$ cat src/rtl/axi_ram_arbiter_2to1_pkg.sv
// Shared types for the 2:1 AXI4 RAM arbiter: channel structs, FSM state enums, sizing constants.
// Latency: n/a (types only).
// Backpressure: n/a (types only).
package axi_ram_arbiter_2to1_pkg;

  localparam int ADDR_WIDTH = 12;
  localparam int DATA_WIDTH = 32;
  localparam int STRB_WIDTH = DATA_WIDTH / 8;
  localparam int ID_W_WIDTH = 4;
  localparam int ID_R_WIDTH = 4;
  localparam int N_MASTERS  = 2;

  typedef struct packed {
    logic [ID_W_WIDTH-1:0] id;
    logic [ADDR_WIDTH-1:0] addr;
    logic [7:0]            len;
    logic [2:0]            size;
    logic [1:0]            burst;
  } aw_t;

  typedef struct packed {
    logic [DATA_WIDTH-1:0] data;
    logic [STRB_WIDTH-1:0] strb;
    logic                  last;
  } w_t;

  typedef struct packed {
    logic [ID_W_WIDTH-1:0] id;
    logic [1:0]            resp;
  } b_t;

  typedef struct packed {
    logic [ID_R_WIDTH-1:0] id;
    logic [ADDR_WIDTH-1:0] addr;
    logic [7:0]            len;
    logic [2:0]            size;
    logic [1:0]            burst;
  } ar_t;

  typedef struct packed {
    logic [ID_R_WIDTH-1:0] id;
    logic [DATA_WIDTH-1:0] data;
    logic [1:0]            resp;
    logic                  last;
  } r_t;

  // Requester -> slave direction of one AXI link.
  typedef struct packed {
    aw_t  aw;
    logic aw_vld;
    w_t   w;
    logic w_vld;
    logic b_rdy;
    ar_t  ar;
    logic ar_vld;
    logic r_rdy;
  } axi_mosi_t;

  // Slave -> requester direction of one AXI link.
  typedef struct packed {
    logic aw_rdy;
    logic w_rdy;
    b_t   b;
    logic b_vld;
    logic ar_rdy;
    r_t   r;
    logic r_vld;
  } axi_miso_t;

  typedef enum logic [1:0] {W_IDLE, W_ADDR, W_DATA, W_RESP} w_state_t;
  typedef enum logic [1:0] {R_IDLE, R_ADDR, R_DATA} r_state_t;

endpackage

$ cat src/rtl/axi_ram_arbiter_2to1_if.sv
// One AXI4 link bundled as a request struct and a response struct.
// Latency: none, wires only.
// Backpressure: carried inside the structs as the per-channel vld/rdy pairs.
interface axi_ram_arbiter_2to1_if
  import axi_ram_arbiter_2to1_pkg::*;
();
  axi_mosi_t mosi;
  axi_miso_t miso;

  modport master (output mosi, input miso);
  modport slave  (input mosi, output miso);
endinterface

$ cat src/rtl/axi_ram_arbiter_2to1_rr_arb2.sv
// Two-way round-robin pick with its priority bit; prio toggles once per completed burst.
// Latency: grant is combinational from req and prio; prio updates on the edge after advance.
// Backpressure: none, a losing requester simply keeps req high.
module rr_arb2
  import axi_ram_arbiter_2to1_pkg::*;
(
  input  logic                 clk,
  input  logic                 rst_n,
  input  logic [N_MASTERS-1:0] req,
  input  logic                 advance,
  output logic                 grant_idx
);
  logic prio;

  // Hand the tie-break to the other master each time a burst finishes.
  always_ff @(posedge clk) begin
    if (!rst_n) prio <= 1'b0;
    else if (advance) prio <= ~prio;
  end

  // The prio master wins a tie; a lone requester wins regardless of prio.
  always_comb begin
    grant_idx = prio;
    if (!req[prio] && req[~prio]) grant_idx = ~prio;
  end
endmodule

$ cat src/rtl/axi_ram_arbiter_2to1.sv
// Shares one AXI4 RAM port between the local CPU (s_axi0) and the mesh (s_axi1); reads and writes arbitrate independently.
// Latency: one IDLE cycle to arbitrate a burst, then zero added latency per beat (pure muxing from the owner register).
// Backpressure: the non-owner sees every READY and response VALID low and holds its request until the owner's burst completes.
module axi_ram_arbiter_2to1
  import axi_ram_arbiter_2to1_pkg::*;
(
  input  logic                          ACLK,
  input  logic                          ARESETn,
  axi_ram_arbiter_2to1_if.slave         s_axi0,
  axi_ram_arbiter_2to1_if.slave         s_axi1,
  axi_ram_arbiter_2to1_if.master        m_axi
);
  axi_mosi_t s_mosi [N_MASTERS];
  assign s_mosi[0] = s_axi0.mosi;
  assign s_mosi[1] = s_axi1.mosi;

  // ---------------- write path ----------------
  w_state_t             w_state, w_state_nxt;
  logic                 w_owner, w_grant, w_done;
  logic                 aw_hs, w_last_hs;
  logic [N_MASTERS-1:0] aw_req;

  aw_t                  m_aw;
  w_t                   m_w;
  logic                 m_aw_vld, m_w_vld, m_b_rdy;
  logic [N_MASTERS-1:0] s_aw_rdy, s_w_rdy, s_b_vld;
  b_t                   s_b [N_MASTERS];

  assign aw_req    = {s_mosi[1].aw_vld, s_mosi[0].aw_vld};
  assign aw_hs     = s_mosi[w_owner].aw_vld & m_axi.miso.aw_rdy;
  assign w_last_hs = s_mosi[w_owner].w_vld & s_mosi[w_owner].w.last & m_axi.miso.w_rdy;
  assign w_done    = (w_state == W_RESP) & m_axi.miso.b_vld & s_mosi[w_owner].b_rdy;

  rr_arb2 u_w_arb (
    .clk       (ACLK),
    .rst_n     (ARESETn),
    .req       (aw_req),
    .advance   (w_done),
    .grant_idx (w_grant)
  );

  // Write state and owner; the owner is only captured while idle so it stays fixed for the whole burst.
  always_ff @(posedge ACLK) begin
    if (!ARESETn) begin
      w_state <= W_IDLE;
      w_owner <= 1'b0;
    end else begin
      w_state <= w_state_nxt;
      if (w_state == W_IDLE && |aw_req) w_owner <= w_grant;
    end
  end

  // Write sequencing: AW, then W beats until WLAST, then B.
  always_comb begin
    w_state_nxt = w_state;
    case (w_state)
      W_IDLE:  if (|aw_req)   w_state_nxt = W_ADDR;
      W_ADDR:  if (aw_hs)     w_state_nxt = W_DATA;
      W_DATA:  if (w_last_hs) w_state_nxt = W_RESP;
      W_RESP:  if (w_done)    w_state_nxt = W_IDLE;
      default:                w_state_nxt = W_IDLE;
    endcase
  end

  // Write muxing: only the channel matching the state is connected, and only for the owner.
  always_comb begin
    m_aw     = '0;
    m_aw_vld = 1'b0;
    m_w      = '0;
    m_w_vld  = 1'b0;
    m_b_rdy  = 1'b0;
    s_aw_rdy = '0;
    s_w_rdy  = '0;
    s_b_vld  = '0;
    s_b[0]   = '0;
    s_b[1]   = '0;
    case (w_state)
      W_ADDR: begin
        m_aw              = s_mosi[w_owner].aw;
        m_aw_vld          = s_mosi[w_owner].aw_vld;
        s_aw_rdy[w_owner] = m_axi.miso.aw_rdy;
      end
      W_DATA: begin
        m_w               = s_mosi[w_owner].w;
        m_w_vld           = s_mosi[w_owner].w_vld;
        s_w_rdy[w_owner]  = m_axi.miso.w_rdy;
      end
      W_RESP: begin
        m_b_rdy           = s_mosi[w_owner].b_rdy;
        s_b[w_owner]      = m_axi.miso.b;
        s_b_vld[w_owner]  = m_axi.miso.b_vld;
      end
      default: ;
    endcase
  end

  // ---------------- read path ----------------
  r_state_t             r_state, r_state_nxt;
  logic                 r_owner, r_grant, r_done;
  logic                 ar_hs;
  logic [N_MASTERS-1:0] ar_req;

  ar_t                  m_ar;
  logic                 m_ar_vld, m_r_rdy;
  logic [N_MASTERS-1:0] s_ar_rdy, s_r_vld;
  r_t                   s_r [N_MASTERS];

  assign ar_req = {s_mosi[1].ar_vld, s_mosi[0].ar_vld};
  assign ar_hs  = s_mosi[r_owner].ar_vld & m_axi.miso.ar_rdy;
  assign r_done = (r_state == R_DATA) & m_axi.miso.r_vld & m_axi.miso.r.last & s_mosi[r_owner].r_rdy;

  rr_arb2 u_r_arb (
    .clk       (ACLK),
    .rst_n     (ARESETn),
    .req       (ar_req),
    .advance   (r_done),
    .grant_idx (r_grant)
  );

  // Read state and owner, captured only while idle.
  always_ff @(posedge ACLK) begin
    if (!ARESETn) begin
      r_state <= R_IDLE;
      r_owner <= 1'b0;
    end else begin
      r_state <= r_state_nxt;
      if (r_state == R_IDLE && |ar_req) r_owner <= r_grant;
    end
  end

  // Read sequencing: AR, then R beats until RLAST.
  always_comb begin
    r_state_nxt = r_state;
    case (r_state)
      R_IDLE:  if (|ar_req) r_state_nxt = R_ADDR;
      R_ADDR:  if (ar_hs)   r_state_nxt = R_DATA;
      R_DATA:  if (r_done)  r_state_nxt = R_IDLE;
      default:              r_state_nxt = R_IDLE;
    endcase
  end

  // Read muxing: AR forwarded in R_ADDR, R returned to the owner in R_DATA.
  always_comb begin
    m_ar     = '0;
    m_ar_vld = 1'b0;
    m_r_rdy  = 1'b0;
    s_ar_rdy = '0;
    s_r_vld  = '0;
    s_r[0]   = '0;
    s_r[1]   = '0;
    case (r_state)
      R_ADDR: begin
        m_ar              = s_mosi[r_owner].ar;
        m_ar_vld          = s_mosi[r_owner].ar_vld;
        s_ar_rdy[r_owner] = m_axi.miso.ar_rdy;
      end
      R_DATA: begin
        m_r_rdy           = s_mosi[r_owner].r_rdy;
        s_r[r_owner]      = m_axi.miso.r;
        s_r_vld[r_owner]  = m_axi.miso.r_vld;
      end
      default: ;
    endcase
  end

  // ---------------- bus assembly ----------------
  assign m_axi.mosi = '{aw: m_aw, aw_vld: m_aw_vld, w: m_w, w_vld: m_w_vld, b_rdy: m_b_rdy,
                        ar: m_ar, ar_vld: m_ar_vld, r_rdy: m_r_rdy};

  assign s_axi0.miso = '{aw_rdy: s_aw_rdy[0], w_rdy: s_w_rdy[0], b: s_b[0], b_vld: s_b_vld[0],
                         ar_rdy: s_ar_rdy[0], r: s_r[0], r_vld: s_r_vld[0]};

  assign s_axi1.miso = '{aw_rdy: s_aw_rdy[1], w_rdy: s_w_rdy[1], b: s_b[1], b_vld: s_b_vld[1],
                         ar_rdy: s_ar_rdy[1], r: s_r[1], r_vld: s_r_vld[1]};
endmodule

$ cat src/flat_wrapper.sv
// flat-port wrapper written by rule: the top's interface ports become plain ports
module axi_ram_arbiter_2to1_flat import axi_ram_arbiter_2to1_pkg::*;
  (ACLK, ARESETn, s_axi0_mosi, s_axi0_miso, s_axi1_mosi, s_axi1_miso, m_axi_mosi, m_axi_miso);
  axi_ram_arbiter_2to1_if s_axi0_i ();
  axi_ram_arbiter_2to1_if s_axi1_i ();
  axi_ram_arbiter_2to1_if m_axi_i ();
  input  logic ACLK;
  input  logic ARESETn;
  input wire logic [$bits(s_axi0_i.mosi)-1:0] s_axi0_mosi;
  output wire logic [$bits(s_axi0_i.miso)-1:0] s_axi0_miso;
  input wire logic [$bits(s_axi1_i.mosi)-1:0] s_axi1_mosi;
  output wire logic [$bits(s_axi1_i.miso)-1:0] s_axi1_miso;
  output wire logic [$bits(m_axi_i.mosi)-1:0] m_axi_mosi;
  input wire logic [$bits(m_axi_i.miso)-1:0] m_axi_miso;
  assign s_axi0_i.mosi = s_axi0_mosi;
  assign s_axi0_miso = s_axi0_i.miso;
  assign s_axi1_i.mosi = s_axi1_mosi;
  assign s_axi1_miso = s_axi1_i.miso;
  assign m_axi_mosi = m_axi_i.mosi;
  assign m_axi_i.miso = m_axi_miso;
  axi_ram_arbiter_2to1 u_core (.ACLK(ACLK), .ARESETn(ARESETn), .s_axi0(s_axi0_i), .s_axi1(s_axi1_i), .m_axi(m_axi_i));
endmodule
$ cat config.mk
export PLATFORM = sky130hd
export DESIGN_NAME = axi_ram_arbiter_2to1_flat
export DESIGN_NICKNAME = d
export VERILOG_FILES = /design/src/rtl/axi_ram_arbiter_2to1_pkg.sv /design/src/rtl/axi_ram_arbiter_2to1_if.sv /design/src/rtl/axi_ram_arbiter_2to1_rr_arb2.sv /design/src/rtl/axi_ram_arbiter_2to1.sv /design/src/flat_wrapper.sv
export SDC_FILE = /design/constraint.sdc
export NUM_CORES = 1
export LEC_CHECK = 0
export BUFFER_PORTS_ARGS = -buffer_cell sky130_fd_sc_hd__clkbuf_2
export CORE_AREA = 4 4 173 175
export DETAILED_ROUTE_END_ITERATION = 10
export DIE_AREA = 0 0 177 179
export PLACE_DENSITY_LB_ADDON = 0.08
export SLEW_MARGIN = 20
export SYNTH_ARGS = -nofsm -noshare
export SYNTH_HDL_FRONTEND = slang
export SYNTH_SLANG_ARGS = --single-unit
$ cat constraint.sdc
create_clock -name ACLK -period 2.3 [get_ports ACLK]
set_input_delay 0.23 -clock ACLK [delete_from_list [all_inputs] [get_ports ACLK]]
set_output_delay 0.23 -clock ACLK [all_outputs]
set_load 0.05 [all_outputs]
# Yosys cells after proc, flatten, opt, wreduce, memory -nomap -nowiden
# Index checks and enable logic that the tools add are counted.
# word_totals
romBits	0
register_bits	8
n_memories	0
elab_cells	114
ram_bits	0
latch_bits	0
# classes
div	0
n_addsub	0
n_reduce_logical	16
eq_ne	12
n_bitwise	20
n_lt_le_gt_ge	12
shifts	0
n_mul	0
n_mux	48
# ops
op	n
2-to-1 mux 100 bit	3
2-to-1 mux 31 bit	3
bitwise AND 78 bit	1
2-to-1 mux 78 bit	1
2-to-1 mux 29 bit	2
demux 39 bit (select 1 bit)	1
2-to-1 mux 39 bit	1
2-to-1 mux 37 bit	1
2-to-1 mux 2 bit	12
2-to-1 mux 1 bit	17
bitwise AND 12 bit	1
less-than comparator 1 x 2 -> 1 bit, second input constant	6
2-to-1 mux 12 bit	1
bitwise AND 2 bit	5
bitwise AND 1 bit	9
logical AND 1 bit	8
!= test 2 x 1 -> 1 bit, second input constant	4
one-hot mux 2 bit (4 select lines)	1
demux 6 bit (select 1 bit)	1
== test 2 bit, second input constant	3
2-to-1 mux 6 bit	1
!= test 2 bit, second input constant	3
one-hot mux 2 bit (3 select lines)	1
== test 2 x 1 -> 1 bit, second input constant	2
other kinds (11)	20

# Logic depth before layout (Yosys ltp)
# Gate-level depths: netlist of run 1.
# logic_depth
word_depth	8
mapped_depth	6
ltp_nobuf	6

# Cells and area by module
# A second synthesis of run 1 with hierarchy kept.
# hier_totals
hier_cells	402
area_unflattened_um2	2897.8
# by_module_without_submodules
mod	cells_per_inst	area_each_um2	n_inst
axi_ram_arbiter_2to1	392	2797.7	1
rr_arb2	5	50.0	2

# Least setup slack after synthesis of run 1
# OpenSTA, ideal clock, no wires.
# synth_timing
path_type	register -> output
start	register u_core.r_state[1]
end	output port s_axi0_miso[40]
path_slack_ns	0.295
required_time_ns	2.070
arrival_time_ns	1.775
path_stages_with_launch	4
cell_sequence	dfxtp_1 nand2b_1 clkbuf_1 nor3_1
# synth_between
elab_chain_cells	2
# synth_lines
element	line	source
start, declared	axi_ram_arbiter_2to1.sv:98	r_state_t r_state, r_state_nxt;
start signal, assigned	axi_ram_arbiter_2to1.sv:126	r_state <= r_state_nxt;
== test 2 x 1 -> 1 bit	axi_ram_arbiter_2to1.sv:151	case (r_state)
2-to-1 mux 2 bit	axi_ram_arbiter_2to1.sv:151	
end, declared	flat_wrapper.sv:10	output wire logic [$bits(s_axi0_i.miso)-1:0] s_axi0_miso;
# No other way between the ends.

# Worst setup path in the final report of run 1
# layout_timing
start	register u_core.w_state[1]
end	output port m_axi_mosi[96]
# layout_between
elab_chain_cells	2
# layout_lines
element	line	source
start, declared	axi_ram_arbiter_2to1.sv:18	w_state_t w_state, w_state_nxt;
start signal, assigned	axi_ram_arbiter_2to1.sv:48	w_state <= w_state_nxt;
== test 2 x 1 -> 1 bit	axi_ram_arbiter_2to1.sv:77	case (w_state)
2-to-1 mux 29 bit	axi_ram_arbiter_2to1.sv:77	
end, declared	flat_wrapper.sv:13	output wire logic [$bits(m_axi_i.mosi)-1:0] m_axi_mosi;
# No other way between the ends.

==> results of run 1 <==
-- worst paths after layout --
check                     from           endpoint  slack [ps]  cells past startpoint
max          u_core.w_state[1]     m_axi_mosi[96]         250                      5
min             s_axi1_mosi[1]     u_core.r_owner         310                      3
max reg2reg  u_core.w_state[1]  u_core.w_state[1]         530                      6
min reg2reg  u_core.r_state[1]  u_core.r_state[0]         510                      1
-- synthesized netlist by cell type --
cell type  number
buf_2          11
mux2_2          1
nor2b_1        70
nor3b_1         1
nor4b_1         1
nor3_1          4
nand2_1        11
mux2_4          1
xnor2_1         1
buf_6           1
nand2b_1        5
dfxtp_1         8
nor2_1         41
xor2_1          1
a21o_1          1
or4b_1          1
nand4b_1        1
ha_1            5
o311a_1         1
mux2i_1        98
and3_1          9
a21bo_1         1
o21ai_0         1
nand4_1         2
and2_1         87
inv_1           5
clkbuf_1       19
buf_4           5
a41o_1          1
buf_1           2
a32oi_1         2
o22a_1          1
a21oi_1         2
a31oi_1         1
nand3_1         5
-- area by class of cell --
class                   instances  area, µm²
fillers                      3308      22500
repair buffers                462       2650
multi-input cells             356       2530
well taps                     384        480
flip-flops and latches          8        165
clock buffers                   4       78.8
inverters                       5       18.8
-- worst max-delay path, cell delays in order (launching register included) --
cell and delay [ps]:
dfxtp_1 340, inv_1 110, ha_1 340, buf_4 290, nor2b_1 200, clkbuf_2 300
-- logic make-up after synthesis --
logic type,count (synthesis),share of synthesized area [%]
AO/OA/AOI/OAI,11,2.94
buffers and inverters,43,6.97
flip-flops,8,5.54
adder cells (fa/ha/maj),5,2.16
AND/OR/NAND/NOR,238,46.9
XOR/XNOR,2,0.606
multiplexers,100,34.8
-- power breakdown --
part / switching, W / internal, W
Sequential: 0.0000441 / 0.000167
Clock: 0.0000740 / 0.000232
Combinational: 0.00219 / 0.000945
-- registers in the layout, summed over array words and instances, names as in the netlist --
register and cells:
u_core.w_state 2, u_core.u_r_arb.prio 1, u_core.r_owner 1, u_core.u_w_arb.prio 1, u_core.r_state 2, u_core.w_owner 1
-- layer usage --
metal / part of all wire [%] / up-vias / wire [µm] / track usage [%]
li1: - / 2196 / - / -
met1: 36 / 1858 / 6150 / 10.4
met2: 58 / 155 / 9950 / 19.4
met3: 6.2 / 4 / 1070 / 1.79
met4: 0.60 / 0 / 103 / 1.16
met5: 0 / - / 0 / 0
-- layout by cell type (no fill, tap or decap), types with 2 or more instances in the layout --
master	Yosys	layout
clkbuf_2	0	432
mux2i_1	98	98
and2_1	87	87
nor2b_1	70	70
nor2_1	41	39
buf_12	0	21
nand2_1	11	11
and3_1	9	9
buf_4	5	9
dfxtp_1	8	6
inv_1	5	5
nand2b_1	5	5
nand3_1	5	5
ha_1	5	5
nor3_1	4	4
clkbuf_16	0	3
nor2_2	0	2
nand4_1	2	2
a21oi_1	2	2
a32oi_1	2	2
-- through the flow --
step / cell area (µm²) / instances / total power, W / hold slack (ps) / setup slack [ps]
floorplan: 2890 / 407 / 0.00255 / 361 / 295
global placement: 5850 / 1215 / 0.00343 / 502 / 445
detailed placement: 5850 / 1215 / 0.00339 / 502 / 419
CTS: 5930 / 1219 / 0.00371 / 309 / 167
global route: 5930 / 1219 / 0.00387 / 345 / 64.7
finish: 5930 / 1219 / 0.00365 / 310 / 252
==> run summary, run 1 <==
Status - finished clean
TritonCTS Buffers - 3
Max-slew violation count - 0
Netlist cell types - 35
Pwr per Cell Area - 615 mW/mm²
DR WL/cell - 14.2 µm
Synth top area cells - mux2i_1 (34%), and2_1 (19%), nor2b_1 (15%), dfxtp_1 (5.5%), nor2_1 (5.3%)
Net total in the final layout - 1093
FF+latch count, synth - 8
Total gr overflow - 0
Detailed Route WL - 17300 µm
Worst setup EP type - primary output
Antenna viol nets, final - 0
Post-Syn Instances - 407
Row cnt - 62
Clock Tree Root - clkbuf_16
Gr usage total - 9.53%
Final setup viols - 0
GPL Wtd Cong - 0.728
CTS max path bufs - 2
Setup_tns - 0 ps
P_leak - 3.15 nW
Max Fclk - 488 MHz
Fin util - 20.8%
Port bufs - 451
Layout cell share with drive strength beyond 1 - 56.4%
Post-CTS setup buffer count - 0
Post-DP HPWL - 15200 µm
Global-route wire length before repair - 23700 µm
HP Class - primary input to flop
Drt pass-1 iters - 4
Post-DR vias/cell - 3.46
N_diodes - 0
Vias in the first global route - 3985
Fin crit share - 89.1%
Post_cts resized - 0
Max cap viols - 0
Area added between synthesis and finish - 105%
Initial Util - 10.2%
Maximum fanout along the worst path - 24
DRT iter0 DRCs - 105
Clock sink count - 8
WS Path Type - flop to primary output
Area of the core - 0.0285 mm²
DIE AREA - 0.0317 mm²
Die width - 177 µm
Synthesized area - 0.00289 mm²
Worst slew pin tran - 420 ps
Crit path time final - 2050 ps
CP Data Required Time - 2070 ps
I/O pin cnt - 452
Worst VDD drop - 0.252 mV
CTS tree - yes
Clock Skew - 0.332 ps
Slew HR - 72.0%
Syn nets - 664
Largest net degree at the start of global routing - 45
H-tree Lvls - 1
Hold-fix buffers at CTS - 0
CP arrival - 1820 ps
Syn. warnings - 0
Area share of the largest cell type after synthesis - 33.9%
Sequential area share after synthesis - 5.54%
Crit path launch type - flop
Clk pin slew, worst setup/hold paths - 40 ps
Via count - 4213
Biggest area consumer among synthesized cells - mux2i_1
RSZ-0062 raised after global routing - false
Mean Syn Cell Area - 7.10 µm²
Clock Latency Late Sink - 230 ps
Die Height - 179 µm
Initial antenna violation count - 0
Hold Fails Final Rpt - 0
# DRC - 0
Power figures use the tool's default switching activity.
==> run 2: changes to the inputs <==
- SYNTH_HIERARCHICAL: not set -> 1
==> run 2 against run 1 <==
Sequential share of layout area rose by 0.064 points. Clock skew barely moved. Critical endpoint is now m_axi_mosi[98]. Critical path type unchanged. Largest cell class is now multi-input combinational cells. Clock power barely moved.
==> run summary, run 2 <==
Top Registers - u_core/r_state (2), u_core/w_state (2)
Largest net degree at the start of global routing - 43 (-4.4%)
CP Data Required Time - 2070 ps (about the same)
Status - finished clean
Initial Util - 10.2% (+0.022 points)
Clock Skew - 0.236 ps (-0.0964 ps)
H-tree Lvls - 1 (unchanged)
Maximum fanout along the worst path - 30 (+25%)
Worst VDD drop - 0.196 mV (-22%)
Area added between synthesis and finish - 100%
CTS tree - yes
Clk pin slew, worst setup/hold paths - 40 ps (about the same)
Most common cell in the netlist - mux2i_1
Clock Latency Late Sink - 230 ps (about the same)
Post-synth EDFFs - 0 (unchanged)
I/O pin cnt - 452 (unchanged)
Crit path time final - 1990 ps (-54.7 ps)
PnR Total Power - 0.00357 W (-2.3%)
Post-DP HPWL - 16500 µm (+8.5%)
Syn. warnings - 6 (+6)
Hold-fix buffers at CTS - 0 (unchanged)
Most common library cell in the layout ignoring fill and taps - clkbuf_2
Pwr per Cell Area - 615 mW/mm² (about the same)
N_diodes - 0 (unchanged)
Synth top area cells - mux2i_1 (35%), and2_1 (19%), nor2b_1 (16%), dfxtp_1 (5.5%), nor2_1 (4.8%)
Sequential area share after synthesis - 5.53% (-0.012 points)
Via count - 4315 (+2.4%)
Netlist cell types - 30 (-14%)
Most frequent cells in the layout - clkbuf_2 (443), mux2i_1 (102), and2_1 (90)
Clock Tree Root - clkbuf_16
WS Path Type - flop to primary output
Max cap viols - 0 (unchanged)
Gr usage total - 10.4% (+0.89 points)
Die Height - 179 µm (unchanged)
Die width - 177 µm (unchanged)
Row cnt - 62 (unchanged)
Syn nets - 659 (-0.75%)
GPL Wtd Cong - 0.723 (-0.69%)
Crit path launch type - flop
Mean Syn Cell Area - 7.21 µm² (+1.5%)
Layout cell share with drive strength beyond 1 - 57.3% (+0.86 points)
P_leak - 3.13 nW (-0.76%)
Post_cts resized - 0 (unchanged)
Max-slew violation count - 0 (unchanged)
Fin crit share - 86.7% (-2.4 points)
Initial antenna violation count - 0 (unchanged)
Area share of the largest cell type after synthesis - 35.2% (+1.3 points)
TritonCTS Buffers - 3 (unchanged)
Final setup viols - 0 (unchanged)
Setup_tns - 0 ps (unchanged)
CP arrival - 1760 ps (-60 ps)
DR WL/cell - 15.2 µm (+7.5%)
Global-route wire length before repair - 25700 µm (+8.4%)
Port bufs - 451 (unchanged)
Total gr overflow - 0 (unchanged)
Post-Syn Instances - 402 (-1.2%)
Vias in the first global route - 4503 (+13%)
DRT iter0 DRCs - 109 (+3.8%)
CTS max path bufs - 2 (unchanged)
Area of the core - 0.0285 mm² (unchanged)
Drt pass-1 iters - 4 (unchanged)
Most instantiated cells after synthesis - mux2i_1 (102), and2_1 (90), nor2b_1 (73)
RSZ-0062 raised after global routing - false
Detailed Route WL - 18500 µm (+7.3%)
Clock sink count - 8 (unchanged)
Biggest area consumer among synthesized cells - mux2i_1
Slew HR - 72.6% (+0.62 points)
Post-CTS setup buffer count - 0 (unchanged)
HP Class - primary input to flop
Ys async rst share - 0% (unchanged)
# DRC - 0 (unchanged)
Antenna viol nets, final - 0 (unchanged)
Worst setup EP type - primary output
Hold Fails Final Rpt - 0 (unchanged)
Synthesized area - 0.00290 mm² (+0.22%)
Max Fclk - 502 MHz (+2.7%)
Net total in the final layout - 1091 (-0.18%)
Worst slew pin tran - 411 ps (-9.31 ps)
Post-DR vias/cell - 3.55 (+2.6%)
Post-synth top flop - dfxtp_1
DIE AREA - 0.0317 mm² (unchanged)
FF+latch count, synth - 8 (unchanged)
## run 2: cell count changes after synthesis, moves of 3 or more
cell / previous run / this run
nor2b_1: 70 / 73
nor2_1: 41 / 37
and2_1: 87 / 90
nand2_1: 11 / 7
mux2i_1: 98 / 102
nand3_1: 5 / 1
## run 2: path summary, 6_finish.rpt
path	from	cells past startpoint	slack [ps]	end
setup / recovery	u_core/w_owner	4	310	m_axi_mosi[98]
hold / removal	s_axi0_mosi[1]	3	360	u_core/r_state[0]
setup reg to reg	u_core/w_state[0]	5	540	u_core/w_state[1]
hold reg to reg	u_core/w_state[1]	2	500	u_core/w_state[1]
## run 2: area by class of cell
cell class              count  area, µm²
fillers                  3333      22700
multi-input cells         350       2540
repair buffers            465       2510
well taps                 384        480
flip-flops and latches      8        165
clock buffers               4       78.8
inverters                   6       22.5
## run 2: logic make-up after synthesis
| family | synth area share [%] |
|---|---|
| simple gates | 45.8 |
| mux | 35.6 |
| fa+ha+maj | 2.94 |
| xor+xnor | 0.605 |
| flops | 5.53 |
| compound gates | 2.50 |
| buf+inv | 6.99 |
## run 2: critical path, stage by stage, from the launching register on
cell and delay, ps:
dfxtp_4 600, buf_4 380, mux2i_1 120, nor2b_1 120, clkbuf_2 300
## run 2: layer usage
layer	up-vias	wire, µm	GRT usage [%]
met5	-	0	0
met4	0	59	0.806
met3	2	2140	3.96
met2	262	9900	21.1
met1	1874	6440	10.4
li1	2177	-	-
## run 2: where the power goes
group          switching, W  internal (W)  leakage (nW)
registers         0.0000546      0.000165        0.0667
clock network     0.0000755      0.000232        0.0382
logic               0.00212      0.000923          3.02
total               0.00225       0.00132          3.13
## run 2: through the flow
step | cells | setup slack (ps) | hold slack, ps | util [%] | cell area (µm²)
final | 1217 | 306 | 361 | 20.4 | 5790
after global routing | 1217 | 118 | 396 | 20.4 | 5790
after CTS | 1217 | 250 | 372 | 20.4 | 5790
after detailed placement | 1213 | 507 | 499 | 20.1 | 5720
after global placement | 1213 | 513 | 503 | 20.1 | 5720
after floorplan | 402 | 295 | 352 | - | 2900
